[src/rtl/pacman_pkg.sv]
// Shared maze-motion definitions: facing directions, USB keycodes and grid geometry.
// Used by the player controller, valid_moves and the ghost movers.
package pacman_pkg;

    typedef enum logic [1:0] {
        LEFT  = 2'd0,
        UP    = 2'd1,
        RIGHT = 2'd2,
        DOWN  = 2'd3
    } dir_t;

    localparam logic [7:0] KEY_W = 8'h1A;
    localparam logic [7:0] KEY_A = 8'h04;
    localparam logic [7:0] KEY_S = 8'h16;
    localparam logic [7:0] KEY_D = 8'h07;

    localparam int CELL       = 12;
    localparam int GRID_X_OFF = 5;
    localparam int GRID_Y_OFF = 0;

    typedef struct packed {
        logic valid;
        dir_t dir;
    } key_dec_t;

    function automatic key_dec_t decodeKey(input logic [7:0] code);
        key_dec_t res;
        res.valid = 1'b1;
        res.dir   = LEFT;
        case (code)
            KEY_W:   res.dir = UP;
            KEY_A:   res.dir = LEFT;
            KEY_S:   res.dir = DOWN;
            KEY_D:   res.dir = RIGHT;
            default: res.valid = 1'b0;
        endcase
        return res;
    endfunction

endpackage

[src/rtl/frame_tick_sync.sv]
// Brings the vsync-rate frame clock into the system clock domain and emits a
// one-cycle tick on each of its rising edges.
module frame_tick_sync (
    input  logic clk_i,
    input  logic rst_i,
    input  logic clear_i,
    input  logic async_i,
    output logic tick_o
);

    logic sync1_q, sync2_q, prev_q;

    always_ff @(posedge clk_i or posedge rst_i) begin
        if (rst_i) begin
            sync1_q <= 1'b0;
            sync2_q <= 1'b0;
            prev_q  <= 1'b0;
        end else if (clear_i) begin
            sync1_q <= 1'b0;
            sync2_q <= 1'b0;
            prev_q  <= 1'b0;
        end else begin
            sync1_q <= async_i;
            sync2_q <= sync1_q;
            prev_q  <= sync2_q;
        end
    end

    assign tick_o = sync2_q & ~prev_q;

endmodule

[src/rtl/pacman_motion.sv]
// Pac-Man movement controller: owns PosX/PosY, buffers turn requests and
// advances one step per frame tick, including the tunnel wrap.
module pacman_motion
    import pacman_pkg::*;
#(
    parameter logic [9:0]  START_X  = 10'd221,
    parameter logic [9:0]  START_Y  = 10'd336,
    parameter logic [9:0]  SPEED    = 10'd1,
    parameter logic [9:0]  TUNNEL_Y = 10'd228,
    parameter logic [9:0]  X_MIN    = 10'd64,
    parameter logic [9:0]  X_MAX    = 10'd392,
    parameter int unsigned REQ_HOLD = 16
) (
    input  logic       Clk,
    input  logic       Reset,
    input  logic       frame_clk,
    input  logic       run,
    input  logic       respawn,
    input  logic [7:0] keycode,
    input  logic [3:0] availible_dir,
    output logic [9:0] PosX,
    output logic [9:0] PosY,
    output logic [1:0] dir,
    output logic       moving,
    output logic       step
);

    localparam int HW = $clog2(REQ_HOLD + 1);
    localparam logic [HW-1:0] HOLD_INIT = HW'(REQ_HOLD);
    localparam logic [HW-1:0] HOLD_ONE  = HW'(1);

    typedef enum logic {
        S_IDLE,
        S_EVAL
    } state_t;

    state_t        state_q, state_d;
    logic [9:0]    posX_q, posX_d;
    logic [9:0]    posY_q, posY_d;
    dir_t          dir_q, dir_d;
    logic          moving_q, moving_d;
    logic          step_q, step_d;
    dir_t          reqDir_q, reqDir_d;
    logic          reqValid_q, reqValid_d;
    logic [HW-1:0] hold_q, hold_d;

    logic     tick;
    key_dec_t key;
    dir_t     effDir;

    frame_tick_sync u_tick (
        .clk_i   (Clk),
        .rst_i   (Reset),
        .clear_i (respawn),
        .async_i (frame_clk),
        .tick_o  (tick)
    );

    always_ff @(posedge Clk or posedge Reset) begin
        if (Reset) begin
            state_q    <= S_IDLE;
            posX_q     <= START_X;
            posY_q     <= START_Y;
            dir_q      <= LEFT;
            moving_q   <= 1'b0;
            step_q     <= 1'b0;
            reqDir_q   <= LEFT;
            reqValid_q <= 1'b0;
            hold_q     <= '0;
        end else begin
            state_q    <= state_d;
            posX_q     <= posX_d;
            posY_q     <= posY_d;
            dir_q      <= dir_d;
            moving_q   <= moving_d;
            step_q     <= step_d;
            reqDir_q   <= reqDir_d;
            reqValid_q <= reqValid_d;
            hold_q     <= hold_d;
        end
    end

    always_comb begin
        state_d    = state_q;
        posX_d     = posX_q;
        posY_d     = posY_q;
        dir_d      = dir_q;
        moving_d   = moving_q;
        step_d     = 1'b0;
        reqDir_d   = reqDir_q;
        reqValid_d = reqValid_q;
        hold_d     = hold_q;
        effDir     = dir_q;
        key        = decodeKey(keycode);

        case (state_q)
            S_IDLE: begin
                if (tick) begin
                    if (run) state_d = S_EVAL;
                    else     moving_d = 1'b0;
                end
            end
            S_EVAL: begin
                state_d = S_IDLE;
                if (reqValid_q && availible_dir[reqDir_q]) begin
                    dir_d      = reqDir_q;
                    effDir     = reqDir_q;
                    reqValid_d = 1'b0;
                end else if (reqValid_q) begin
                    hold_d = hold_q - HOLD_ONE;
                    if (hold_q <= HOLD_ONE) reqValid_d = 1'b0;
                end

                // The tunnel row wraps even though valid_moves reports it as closed.
                if (posY_q == TUNNEL_Y && effDir == LEFT && posX_q < X_MIN + SPEED) begin
                    posX_d   = X_MAX;
                    moving_d = 1'b1;
                    step_d   = 1'b1;
                end else if (posY_q == TUNNEL_Y && effDir == RIGHT && posX_q > X_MAX - SPEED) begin
                    posX_d   = X_MIN;
                    moving_d = 1'b1;
                    step_d   = 1'b1;
                end else if (availible_dir[effDir]) begin
                    case (effDir)
                        LEFT:    posX_d = posX_q - SPEED;
                        UP:      posY_d = posY_q - SPEED;
                        RIGHT:   posX_d = posX_q + SPEED;
                        default: posY_d = posY_q + SPEED;
                    endcase
                    moving_d = 1'b1;
                    step_d   = 1'b1;
                end else begin
                    moving_d = 1'b0;
                end
            end
            default: state_d = S_IDLE;
        endcase

        // A fresh keypress beats a same-cycle consumption so it stays pending.
        if (key.valid) begin
            reqDir_d   = key.dir;
            reqValid_d = 1'b1;
            hold_d     = HOLD_INIT;
        end

        if (respawn) begin
            state_d    = S_IDLE;
            posX_d     = START_X;
            posY_d     = START_Y;
            dir_d      = LEFT;
            moving_d   = 1'b0;
            step_d     = 1'b0;
            reqDir_d   = LEFT;
            reqValid_d = 1'b0;
            hold_d     = '0;
        end
    end

    assign PosX   = posX_q;
    assign PosY   = posY_q;
    assign dir    = dir_q;
    assign moving = moving_q;
    assign step   = step_q;

endmodule

[config.mk]
export PLATFORM = sky130hd
export DESIGN_NAME = pacman_motion
export DESIGN_NICKNAME = d
export VERILOG_FILES = /design/src/rtl/pacman_pkg.sv /design/src/rtl/frame_tick_sync.sv /design/src/rtl/pacman_motion.sv
export SDC_FILE = /design/constraint.sdc
export NUM_CORES = 1
export LEC_CHECK = 0
export CAP_MARGIN = 10
export CORE_MARGIN = 4
export CORE_UTILIZATION = 45
export DETAILED_ROUTE_END_ITERATION = 16
export PLACE_DENSITY = 0.71
export SLEW_MARGIN = 25
export SYNTH_ARGS = -nofsm -noshare
export SYNTH_HDL_FRONTEND = slang
export SYNTH_SLANG_ARGS = --single-unit
export TNS_END_PERCENT = 1
[constraint.sdc]
create_clock -name Clk -period 3.66 [get_ports Clk]
set_clock_uncertainty 0.15 [all_clocks]
set_input_delay 0.366 -clock Clk [delete_from_list [all_inputs] [get_ports Clk]]
set_output_delay 0.366 -clock Clk [all_outputs]
set_load 0.02 [all_outputs]
==> impl_metrics.ini, run 1 <==
[synth]
synth_edf_count = 0
post_synth_inst_count = 280
synthesis.yosys.warnings = 0
postSynthRegisterBits = 36
library_cells_used_by_synthesis = 49
syn_area_per_cell_sq_um = 9.34
synth-main-ff-cell = sky130_fd_sc_hd__dfrtp_1
syn-num-nets = 317
syn_area_sq_um = 2620
synth.yosys.seq_area_share = 0.349
async_flop_share = 1.00

[critical_path]
critPathSlowestCell = sky130_fd_sc_hd__dfrtp_2
timing.reg2reg.worst_path_depth = 11
r2r_setup_slack_ns = 0.25
worst_r2r_endpoint = PosY[9]$_DFFE_PP0P_
cp_cell_sequence = mux2i_1 -> o21ai_1 -> o31ai_4 -> ha_1 -> a21oi_1 -> nor2b_1 -> a311o_1 -> a31oi_1 -> o21ai_0 -> mux2_2 -> mux2_4
regToRegStartpoint = reqDir_q[1]$_DFFE_PP0P_
worst-endpoint-required_ns = 3.68
crit_path_max_fanout = 6
crit_arrival_ns = 3.43
setup.worst_path.end = PosY[9]$_DFFE_PP0P_
end_kind = register
setup.worst_path.class = reg2reg
critPathLaunch = reqDir_q[1]$_DFFE_PP0P_
critical-path-max-stage-delay_ns = 0.46
crit_path_start_kind = register

[sta]
timing_hold_violations_final = 0
report.final.setup_viol = 0
fmaxAchievable_mhz = 293
worst_margin_pin_slew_ns = 0.922
layout_setup_ws_ns = 0.252
grt_setup_unrepaired = no
timing_max_transition_violations_final = 0
period_minus_slack_ns = 3.41
layout_worst_path_cycle_share = 0.931
relSlewSlack = 0.383
final.hold.worst_slack_ns = 0.321

[route]
drc_errors = 0
drtIter0Drc = 126
detailroute.via_count = 2344
final_antenna_net_count = 0
route.detailed.wl_per_inst_microns = 15.9
routed_via_density = 5.79
drtPass1Iterations = 6
totalWireLength_microns = 6420

[final_layout]
area_growth_syn_to_layout_pct = 25.0
post-route-cell-area_sq_um = 3270
layout-drive-gt1-share = 0.126
insertedDiodeCount = 0
finish.net_count = 369
final_core_util = 0.587

[global_routing]
overflow = 0
grt_pass1_vias = 2248
antenna_found_initial = 0
grt_first_pass_wirelength_microns = 11000
grt_start_max_net_pins = 37
gr-usage-all-layers = 0.188

[placed_design]
placement.cell_area_sq_um = 3170
routabilityCongestion = 0.866
pre_cts_slack_ns = -0.0541
dp.final_hpwl_microns = 4720
port_buffers = 40

[die]
initial_core_utilization = 0.469
die_area_sq_um = 7090
design.core.area_sq_um = 5570
chipWidth_microns = 84.2
placementRows = 27
floorplan_die_height_microns = 84.2
ios = 41

[min_path]
worstHoldPathType = reg2reg

[flow_run]
cap_violations = 0

[clocking]
cts_buffers = 5
numClockSinks = 36
tritoncts_clock_tree = yes
cts_root_buffer = sky130_fd_sc_hd__clkbuf_8
clock_tree.htree_level_count = 2
cts.reportedPaths.clkPinSlew_ns = 0.07
clockBufferDepth = 2
post_cts_hold_buffer_count = 0
clk-insertion-delay-late_ns = 0.29

[pwr]
peakVddDrop_mv = 0.198
power_per_cell_area_nw_per_um2 = 245
cellLeakagePower_nw = 1.38

[run_status]
outcome = finished clean
==> cell usage after synthesis, drive strengths merged, types with 3 or more instances <==
master,number,share of area
or3,3,0.0072
nand4b,3,0.010
nor2,39,0.056
a211oi,5,0.014
a211o,6,0.020
a21o,4,0.011
nand2,17,0.024
inv,5,0.0072
a21oi,15,0.029
xnor2,8,0.027
nand3,5,0.0096
o41ai,3,0.010
xor2,15,0.050
mux2,4,0.020
nor2b,8,0.019
clkbuf,5,0.0072
a22oi,4,0.011
o21ai,14,0.028
a31oi,3,0.0072
ha,18,0.086
nand2b,4,0.0096
mux2i,11,0.046
nor3,10,0.019
nor4b,5,0.019
dfstp,9,0.090
o21bai,3,0.0086
dfrtp,27,0.26
==> worst min path at each step <==
stage | start | to | slack [ns] | cells after the start
after floorplan | u_tick.sync1_q$_DFF_PP0_ | u_tick.sync2_q$_DFF_PP0_ | 0.29 | 1
after global placement | u_tick.sync1_q$_DFF_PP0_ | u_tick.sync2_q$_DFF_PP0_ | 0.30 | 1
after detailed placement | u_tick.sync1_q$_DFF_PP0_ | u_tick.sync2_q$_DFF_PP0_ | 0.31 | 1
after CTS | u_tick.sync1_q$_DFF_PP0_ | u_tick.sync2_q$_DFF_PP0_ | 0.33 | 1
after global routing | u_tick.sync1_q$_DFF_PP0_ | u_tick.sync2_q$_DFF_PP0_ | 0.35 | 1
final | u_tick.sync1_q$_DFF_PP0_ | u_tick.sync2_q$_DFF_PP0_ | 0.32 | 1
==> kinds of logic after synthesis <==
family / after synthesis / synth area share
adders and majority gates: 20 / 0.101
AOI/OAI and AO/OA: 69 / 0.183
xor gates and xnor gates: 23 / 0.0770
muxes: 15 / 0.0665
buffers and inverters: 12 / 0.0201
DFF: 36 / 0.349
and+or+nand+nor: 105 / 0.203
==> cell usage in the layout (no fill, tap or decap), types with 9 or more instances in the layout <==
cell / n
sky130_fd_sc_hd__o21ai_0: 12
sky130_fd_sc_hd__dfrtp_1: 26
sky130_fd_sc_hd__clkdlybuf4s50_1: 40
sky130_fd_sc_hd__nor3_1: 10
sky130_fd_sc_hd__buf_4: 12
sky130_fd_sc_hd__ha_1: 18
sky130_fd_sc_hd__xor2_1: 15
sky130_fd_sc_hd__dfstp_2: 9
sky130_fd_sc_hd__nor2_1: 39
sky130_fd_sc_hd__a21oi_1: 15
sky130_fd_sc_hd__nand2_1: 17
==> per-stage QoR <==
step	cells	setup TNS, ns	total power (W)
after floorplan	280	0	0.000470
after global placement	396	-0.000811	0.000511
after detailed placement	396	-0.0541	0.000513
after CTS	404	0	0.000805
after global routing	405	0	0.000838
final	405	0	0.000802
==> what timing repair did <==
action / 4_1_cts / 5_1_grt
gates resized for setup: 0 / 2
setup endpoints to repair: 0 / 1
setup buffers: 0 / 1
==> registers in the layout, summed over array words and instances (netlist names) <==
| register | count |
|---|---|
| reqDir_q | 2 |
| u_tick.sync2_q | 1 |
| moving | 1 |
| u_tick.prev_q | 1 |
| state_q | 1 |
| u_tick.sync1_q | 1 |
| PosY | 10 |
| reqValid_q | 1 |
| dir | 2 |
| PosX | 10 |
| step | 1 |
| hold_q | 5 |
==> where the power goes <==
| part | switching, W | internal (W) | leakage, nW |
|---|---|---|---|
| registers | 0.00000453 | 0.000402 | 0.468 |
| clock network | 0.000145 | 0.000150 | 0.0510 |
| logic | 0.0000531 | 0.0000467 | 0.861 |
==> per-layer routing <==
| layer | track usage | part of all wire |
|---|---|---|
| met4 | 0.0380 | 0.0090 |
| met1 | 0.262 | 0.47 |
| met5 | 0 | 0 |
| met3 | 0.0451 | 0.050 |
| met2 | 0.299 | 0.47 |
==> final cells by class <==
type                    instances  area, sq um
fillers                       513         2300
multi-input cells             232         1660
flip-flops and latches         36          913
repair buffers                 52          490
well taps                      72         90.1
clock buffers                   6         82.6
inverters                       5         18.8
clock inverters                 2         10.0
==> worst max-delay path, delay by kind of cell, from the launching register on <==
| kind | cells | cell delay [ns] |
|---|---|---|
| compound gates | 6 | 1.41 |
| fa+ha+maj | 1 | 0.30 |
| flops | 1 | 0.46 |
| mux | 3 | 0.87 |
| simple gates | 1 | 0.07 |
Note: power is estimated with default switching activity, not from simulation.
==> inputs of run 2 (changes only) <==
--- a/config.mk
+++ b/config.mk
@@ -5,7 +5,7 @@
 export SDC_FILE = /design/constraint.sdc
 export NUM_CORES = 1
 export LEC_CHECK = 0
-export CAP_MARGIN = 10
+export CAP_MARGIN = 20
 export CORE_MARGIN = 4
 export CORE_UTILIZATION = 45
 export DETAILED_ROUTE_END_ITERATION = 16
==> results of run 2 <==
No change in the layout: final DEF, timing and power equal those of run 1.
